File: config.mk
export PLATFORM = sky130hd
export DESIGN_NAME = mm_store_buffer
export DESIGN_NICKNAME = d
export VERILOG_FILES = /design/src/rtl/mm_store_buffer.sv
export SDC_FILE = /design/constraint.sdc
export NUM_CORES = 1
export LEC_CHECK = 0
export ABC_AREA = 1
export ABC_CLOCK_PERIOD_IN_PS = 6700
export CAP_MARGIN = 20
export CORE_ASPECT_RATIO = 0.8
export CORE_UTILIZATION = 23
export CTS_BUF_LIST = sky130_fd_sc_hd__clkbuf_8
export DETAILED_ROUTE_END_ITERATION = 10
export PLACE_DENSITY_LB_ADDON = 0.08
export SYNTH_ARGS = -nofsm -noshare
export SYNTH_HDL_FRONTEND = slang
export SYNTH_SLANG_ARGS = --single-unit
File: constraint.sdc
create_clock -name clk -period 6.7 [get_ports clk]
set_input_delay 1.34 -clock clk [delete_from_list [all_inputs] [get_ports clk]]
set_output_delay 1.34 -clock clk [all_outputs]
set_load 0.02 [all_outputs]
File: src/rtl/mm_store_buffer.sv
// mm_store_buffer: formats sb/sh/sw/sd into 8-lane write data and byte enables,
// queues them in a small in-order FIFO, drains them to the data cache write port
// over req/ack, and flags loads whose doubleword overlaps any queued store.
module mm_store_buffer #(
    parameter int ADDRESS_WIDTH          = 64,
    parameter int REGISTER_WIDTH         = 64,
    parameter int INSTRUCTION_NAME_WIDTH = 96,
    parameter int DEPTH                  = 4
) (
    input  logic                              clk,
    input  logic                              reset,
    input  logic                              in_enable,
    input  logic [INSTRUCTION_NAME_WIDTH-1:0] in_opcode_name,
    input  logic [ADDRESS_WIDTH-1:0]          in_alu_result,
    input  logic [REGISTER_WIDTH-1:0]         in_rs2_value,
    output logic                              out_ready,
    output logic                              out_misaligned,
    input  logic                              in_load_check,
    input  logic [ADDRESS_WIDTH-1:0]          in_load_addr,
    output logic                              out_load_hazard,
    output logic                              out_wr_req,
    output logic [ADDRESS_WIDTH-1:0]          out_wr_addr,
    output logic [63:0]                       out_wr_data,
    output logic [7:0]                        out_wr_be,
    input  logic                              in_wr_ack,
    output logic [$clog2(DEPTH+1)-1:0]        out_count,
    output logic                              out_empty
);

    localparam int PTR_W = (DEPTH > 1) ? $clog2(DEPTH) : 1;
    localparam int CNT_W = $clog2(DEPTH + 1);
    localparam int TAG_W = ADDRESS_WIDTH - 3;

    // Opcode names are ASCII, right-justified and zero-padded on the left.
    localparam logic [INSTRUCTION_NAME_WIDTH-1:0] NAME_SB = INSTRUCTION_NAME_WIDTH'(16'h7362);
    localparam logic [INSTRUCTION_NAME_WIDTH-1:0] NAME_SH = INSTRUCTION_NAME_WIDTH'(16'h7368);
    localparam logic [INSTRUCTION_NAME_WIDTH-1:0] NAME_SW = INSTRUCTION_NAME_WIDTH'(16'h7377);
    localparam logic [INSTRUCTION_NAME_WIDTH-1:0] NAME_SD = INSTRUCTION_NAME_WIDTH'(16'h7364);

    logic [TAG_W-1:0] tag_q  [DEPTH];
    logic [63:0]      data_q [DEPTH];
    logic [7:0]       be_q   [DEPTH];
    logic [DEPTH-1:0] valid_q;

    logic [PTR_W-1:0] head_q;
    logic [PTR_W-1:0] tail_q;
    logic [CNT_W-1:0] count_q;
    logic [CNT_W-1:0] count_next;
    logic             empty_q;
    logic             misaligned_q;

    logic        is_store;
    logic        aligned;
    logic [7:0]  fmt_be;
    logic [63:0] fmt_data;
    logic        full;
    logic        enq;
    logic        deq;
    logic        bad_store;
    logic        tag_hit;
    logic        unused_load_offset;

    // Decode the opcode name and position the store data onto its byte lanes.
    always_comb begin
        logic [2:0] off;
        logic [5:0] shamt;
        off      = in_alu_result[2:0];
        shamt    = {off, 3'b000};
        is_store = 1'b1;
        aligned  = 1'b1;
        fmt_be   = 8'h00;
        fmt_data = 64'h0;
        if (in_opcode_name == NAME_SB) begin
            fmt_be   = 8'h01 << off;
            fmt_data = 64'(in_rs2_value[7:0]) << shamt;
        end else if (in_opcode_name == NAME_SH) begin
            aligned  = (off[0] == 1'b0);
            fmt_be   = 8'h03 << off;
            fmt_data = 64'(in_rs2_value[15:0]) << shamt;
        end else if (in_opcode_name == NAME_SW) begin
            aligned  = (off[1:0] == 2'b00);
            fmt_be   = 8'h0F << off;
            fmt_data = 64'(in_rs2_value[31:0]) << shamt;
        end else if (in_opcode_name == NAME_SD) begin
            aligned  = (off == 3'b000);
            fmt_be   = 8'hFF;
            fmt_data = in_rs2_value[63:0];
        end else begin
            is_store = 1'b0;
        end
    end

    // Ready looks only at the registered occupancy so an ack in flight never
    // opens a slot combinationally.
    always_comb begin
        full       = (count_q == CNT_W'(DEPTH));
        out_ready  = !is_store || !full;
        enq        = in_enable && is_store && out_ready && aligned;
        bad_store  = in_enable && is_store && out_ready && !aligned;
        deq        = !empty_q && in_wr_ack;
        count_next = count_q;
        if (enq && !deq) begin
            count_next = count_q + CNT_W'(1);
        end else if (!enq && deq) begin
            count_next = count_q - CNT_W'(1);
        end
    end

    // Pointer, occupancy, valid-bit and misaligned-pulse bookkeeping.
    always_ff @(posedge clk or negedge reset) begin
        if (!reset) begin
            head_q       <= '0;
            tail_q       <= '0;
            count_q      <= '0;
            empty_q      <= 1'b1;
            valid_q      <= '0;
            misaligned_q <= 1'b0;
        end else begin
            count_q      <= count_next;
            empty_q      <= (count_next == '0);
            misaligned_q <= bad_store;
            if (deq) begin
                head_q          <= head_q + PTR_W'(1);
                valid_q[head_q] <= 1'b0;
            end
            if (enq) begin
                tail_q          <= tail_q + PTR_W'(1);
                valid_q[tail_q] <= 1'b1;
            end
        end
    end

    // Entry payload; only meaningful while the matching valid bit is set.
    always_ff @(posedge clk) begin
        if (enq) begin
            tag_q[tail_q]  <= in_alu_result[ADDRESS_WIDTH-1:3];
            data_q[tail_q] <= fmt_data;
            be_q[tail_q]   <= fmt_be;
        end
    end

    // Doubleword-granular overlap check against every valid entry, head included.
    always_comb begin
        tag_hit = 1'b0;
        for (int i = 0; i < DEPTH; i++) begin
            if (valid_q[i] && (tag_q[i] == in_load_addr[ADDRESS_WIDTH-1:3])) begin
                tag_hit = 1'b1;
            end
        end
        out_load_hazard = in_load_check && tag_hit;
    end

    // Head entry presented to the cache; forced to zero while nothing is queued.
    always_comb begin
        out_wr_req  = !empty_q;
        out_wr_addr = '0;
        out_wr_data = '0;
        out_wr_be   = '0;
        if (!empty_q) begin
            out_wr_addr = {tag_q[head_q], 3'b000};
            out_wr_data = data_q[head_q];
            out_wr_be   = be_q[head_q];
        end
    end

    assign out_count          = count_q;
    assign out_empty          = empty_q;
    assign out_misaligned     = misaligned_q;
    assign unused_load_offset = ^in_load_addr[2:0];

endmodule

==> flow_summary.ini <==
[status]
outcome = completed

[pwr]
power_switching_mw = 4.72
power_density_nw_per_um2 = 329
combPwrFrac = 0.399
p_clk_frac = 0.268
p_total_mw = 11.7
p_sw_frac = 0.402
seq_power_share = 0.333
p_int_mw = 7.02
peakVddDrop_mv = 0.474
p_leak_nw = 12.1

[worst_setup_path]
critPathMaxFanout = 4
worstPathCellList = clkdlybuf4s50_1, inv_1, nand2_1, o21ai_0, nor4_1, nand3b_1, nor2_1, nand3_1, nand2_1, o21a_1, clkdlybuf4s50_1
reg2reg_to = tag_q[1][47]$_DFFE_PP_
worst_path_max_delay_cell = nor4_1
rrSetupSlack_ns = 4.02
r2r_start = out_count[0]$_DFF_PN0_
cp.arrival_ns = 4.74
r2r_cells = 8
start_kind = input pin
critical_path_required_ns = 5.36
crit_type = in -> out
worstSetupEndpointType = primary output
critPathMaxStageDelay_ns = 0.76

[routing]
drc = 0
ant_nets = 0
routed_via_density = 4.97
vias = 24200
drtIter0Drc = 2420
drt_wl_total_mm = 140
drt_first_pass_iters = 5
avgRoutedWirePerCell_um = 28.8

[global_routing]
grt-ovfl-total = 0
grt_max_degree = 141
antenna_found_initial = 10
grt_use_total = 0.226
grt_pass1_wl_mm = 193
grt_pass1_vias = 23600

[floorplan]
row_count = 113
die_area_um2 = 121000
die-height_um = 312
ios = 437
start_util = 0.232
die_x_um = 389
coreArea_um2 = 119000

[worst_hold_path]
hp-class = reg -> reg
holdPathStages = 2
hold_end = valid_q[1]$_DFF_PN0_
hp-start = valid_q[1]$_DFF_PN0_

[placed_design]
numPortBuffers = 430
hpwlAfterDp_mm = 103
dp_slack_ns = 0.796
place_inst = 4679
gp_congestion = 0.930
placed_cell_area_um2 = 33700

[final_layout]
final_cells = 4868
final_cell_mix = edfxtp_1 (532), nor2_1 (428), clkdlybuf4s50_1 (428), o21ai_0 (335), inv_1 (296)
syn_to_final_growth_pct = 29.5
drive_gt1_frac = 0.0735
fin_area_um2 = 35700
final_common_cell = edfxtp_1
final_net_count = 3540

[sta]
timing.hold.ws_ns = 0.486
fmax_mhz = 165
slew_headroom = 0.301
setup_violations = 0
tightest_slew_ns = 1.05
rsz0062_at_grt = no
final-hold-violation-count = 0
fin_crit_ns = 6.08
fin_ws_ns = 0.622
finalCritPeriodShare = 0.907
finClkSkew_ns = 0.0466
final_max_slew_viol_count = 0

[clock_tree]
clockBufferDepth = 3
clk_pin_slew_ns = 0.06
cts_hold_buf = 0
cts_resized = 0
cts_tree = done
cts_setup_buffers = 0
clkLatencyLatePin_ns = 0.80
cts_buffers = 98
htreeDepth = 3
cts_sinks = 545
clockRootBuffer = clkbuf_8

[logic_synthesis]
avgSynthCellArea_um2 = 9.85
ys.flop_type = edfxtp_1
netlist_instances = 2796
synth_fa_ha_area_frac = 0.00908
syn-cell-area_um2 = 27600
synthXorXnorAreaFrac = 0.0226
muxShareOfSynthArea = 0.000908
yosysWarnings = 0
synth_edf_count = 532
synth-simple-area-share = 0.134
synth-async-reset-ratio = 0.0239
ys_ff_latch = 545
synth_compound_area_frac = 0.179
yosysUniqueCellTypes = 59
seq_area_frac_synth = 0.592
synth_top_family_by_area = compound AO/OA/AOI/OAI gates

[job]
maxCapViolations = 0
-- metal layers --
layer / share of wire / track usage
met1: 0.46 / 0.322
met5: 0.00025 / 0
met4: 0.021 / 0.0503
met3: 0.059 / 0.0386
met2: 0.46 / 0.358
-- critical path: cells and delay by family --
family / cells / cell delay [ns]
and+or+nand+nor: 6 / 1.56
AOI/OAI and AO/OA: 2 / 0.29
buffers and inverters: 3 / 1.51
-- registers in the layout (all words and copies together) (netlist names) --
register        cells
data_q            256
head_q              2
tag_q             244
valid_q             4
out_count           3
tail_q              2
be_q               32
out_misaligned      1
out_empty           1
-- kinds of logic after synthesis --
group	after synthesis
compound gates	862
fa+ha+maj	20
mux	2
flops	545
buf+inv	438
xor+xnor	71
other cells	1
simple gates	857
-- power by group through the flow --
stage	Combinational, mW	Clock (mW)	Sequential (mW)
finish	4.68	3.15	3.91
global route	5.04	3.38	3.92
CTS	4.76	3.26	3.92
detailed placement	4.73	0	3.99
global placement	4.74	0	3.99
floorplan	2.42	0	3.83
-- cell type report --
type / instances / area, um^2
inverter: 282 / 1070
multi-input combinational: 1815 / 9570
tap: 1552 / 1940
clock buffer: 100 / 1380
sequential: 545 / 16300
fill: 12400 / 83100
antenna: 9 / 22.5
clock inverter: 80 / 536
timing repair buffer: 485 / 4830
-- worst max-delay path by stage --
| stage | from | to | slack, ns | depth (start not counted) |
|---|---|---|---|---|
| after detailed placement | in_load_addr[3] | out_load_hazard | 0.80 | 11 |
| after global routing | in_load_addr[34] | out_load_hazard | 0.58 | 10 |
| final | in_load_addr[3] | out_load_hazard | 0.62 | 11 |
| after global placement | in_load_addr[3] | out_load_hazard | 0.79 | 11 |
| after CTS | in_load_addr[34] | out_load_hazard | 0.77 | 10 |
| after floorplan | in_alu_result[1] | be_q[0][0]$_DFFE_PP_ | -0.50 | 13 |
-- synth_stat cells (all sizes together) (13+ instances only) --
cell type / instances / area share
inv: 281 / 0.038
nor2: 451 / 0.066
ha: 20 / 0.0091
clkbuf: 111 / 0.015
xor2: 24 / 0.0076
o32ai: 13 / 0.0041
nand4: 35 / 0.0079
edfxtp: 532 / 0.58
o22ai: 110 / 0.025
xnor2: 47 / 0.015
nand3: 58 / 0.012
o21ai: 339 / 0.062
nor4: 28 / 0.0064
buf: 45 / 0.0085
nand2: 259 / 0.037
a221oi: 18 / 0.0057
o211ai: 21 / 0.0057
a21oi: 273 / 0.050
nor3: 14 / 0.0025
o221ai: 18 / 0.0062
-- metrics by stage --
step,TNS (ns),utilization
final,0,0.300
after global routing,0,0.300
after CTS,0,0.300
after detailed placement,0,0.284
after global placement,0,0.284
after floorplan,-266.79,-
Note: power is estimated with default switching activity, not from simulation.
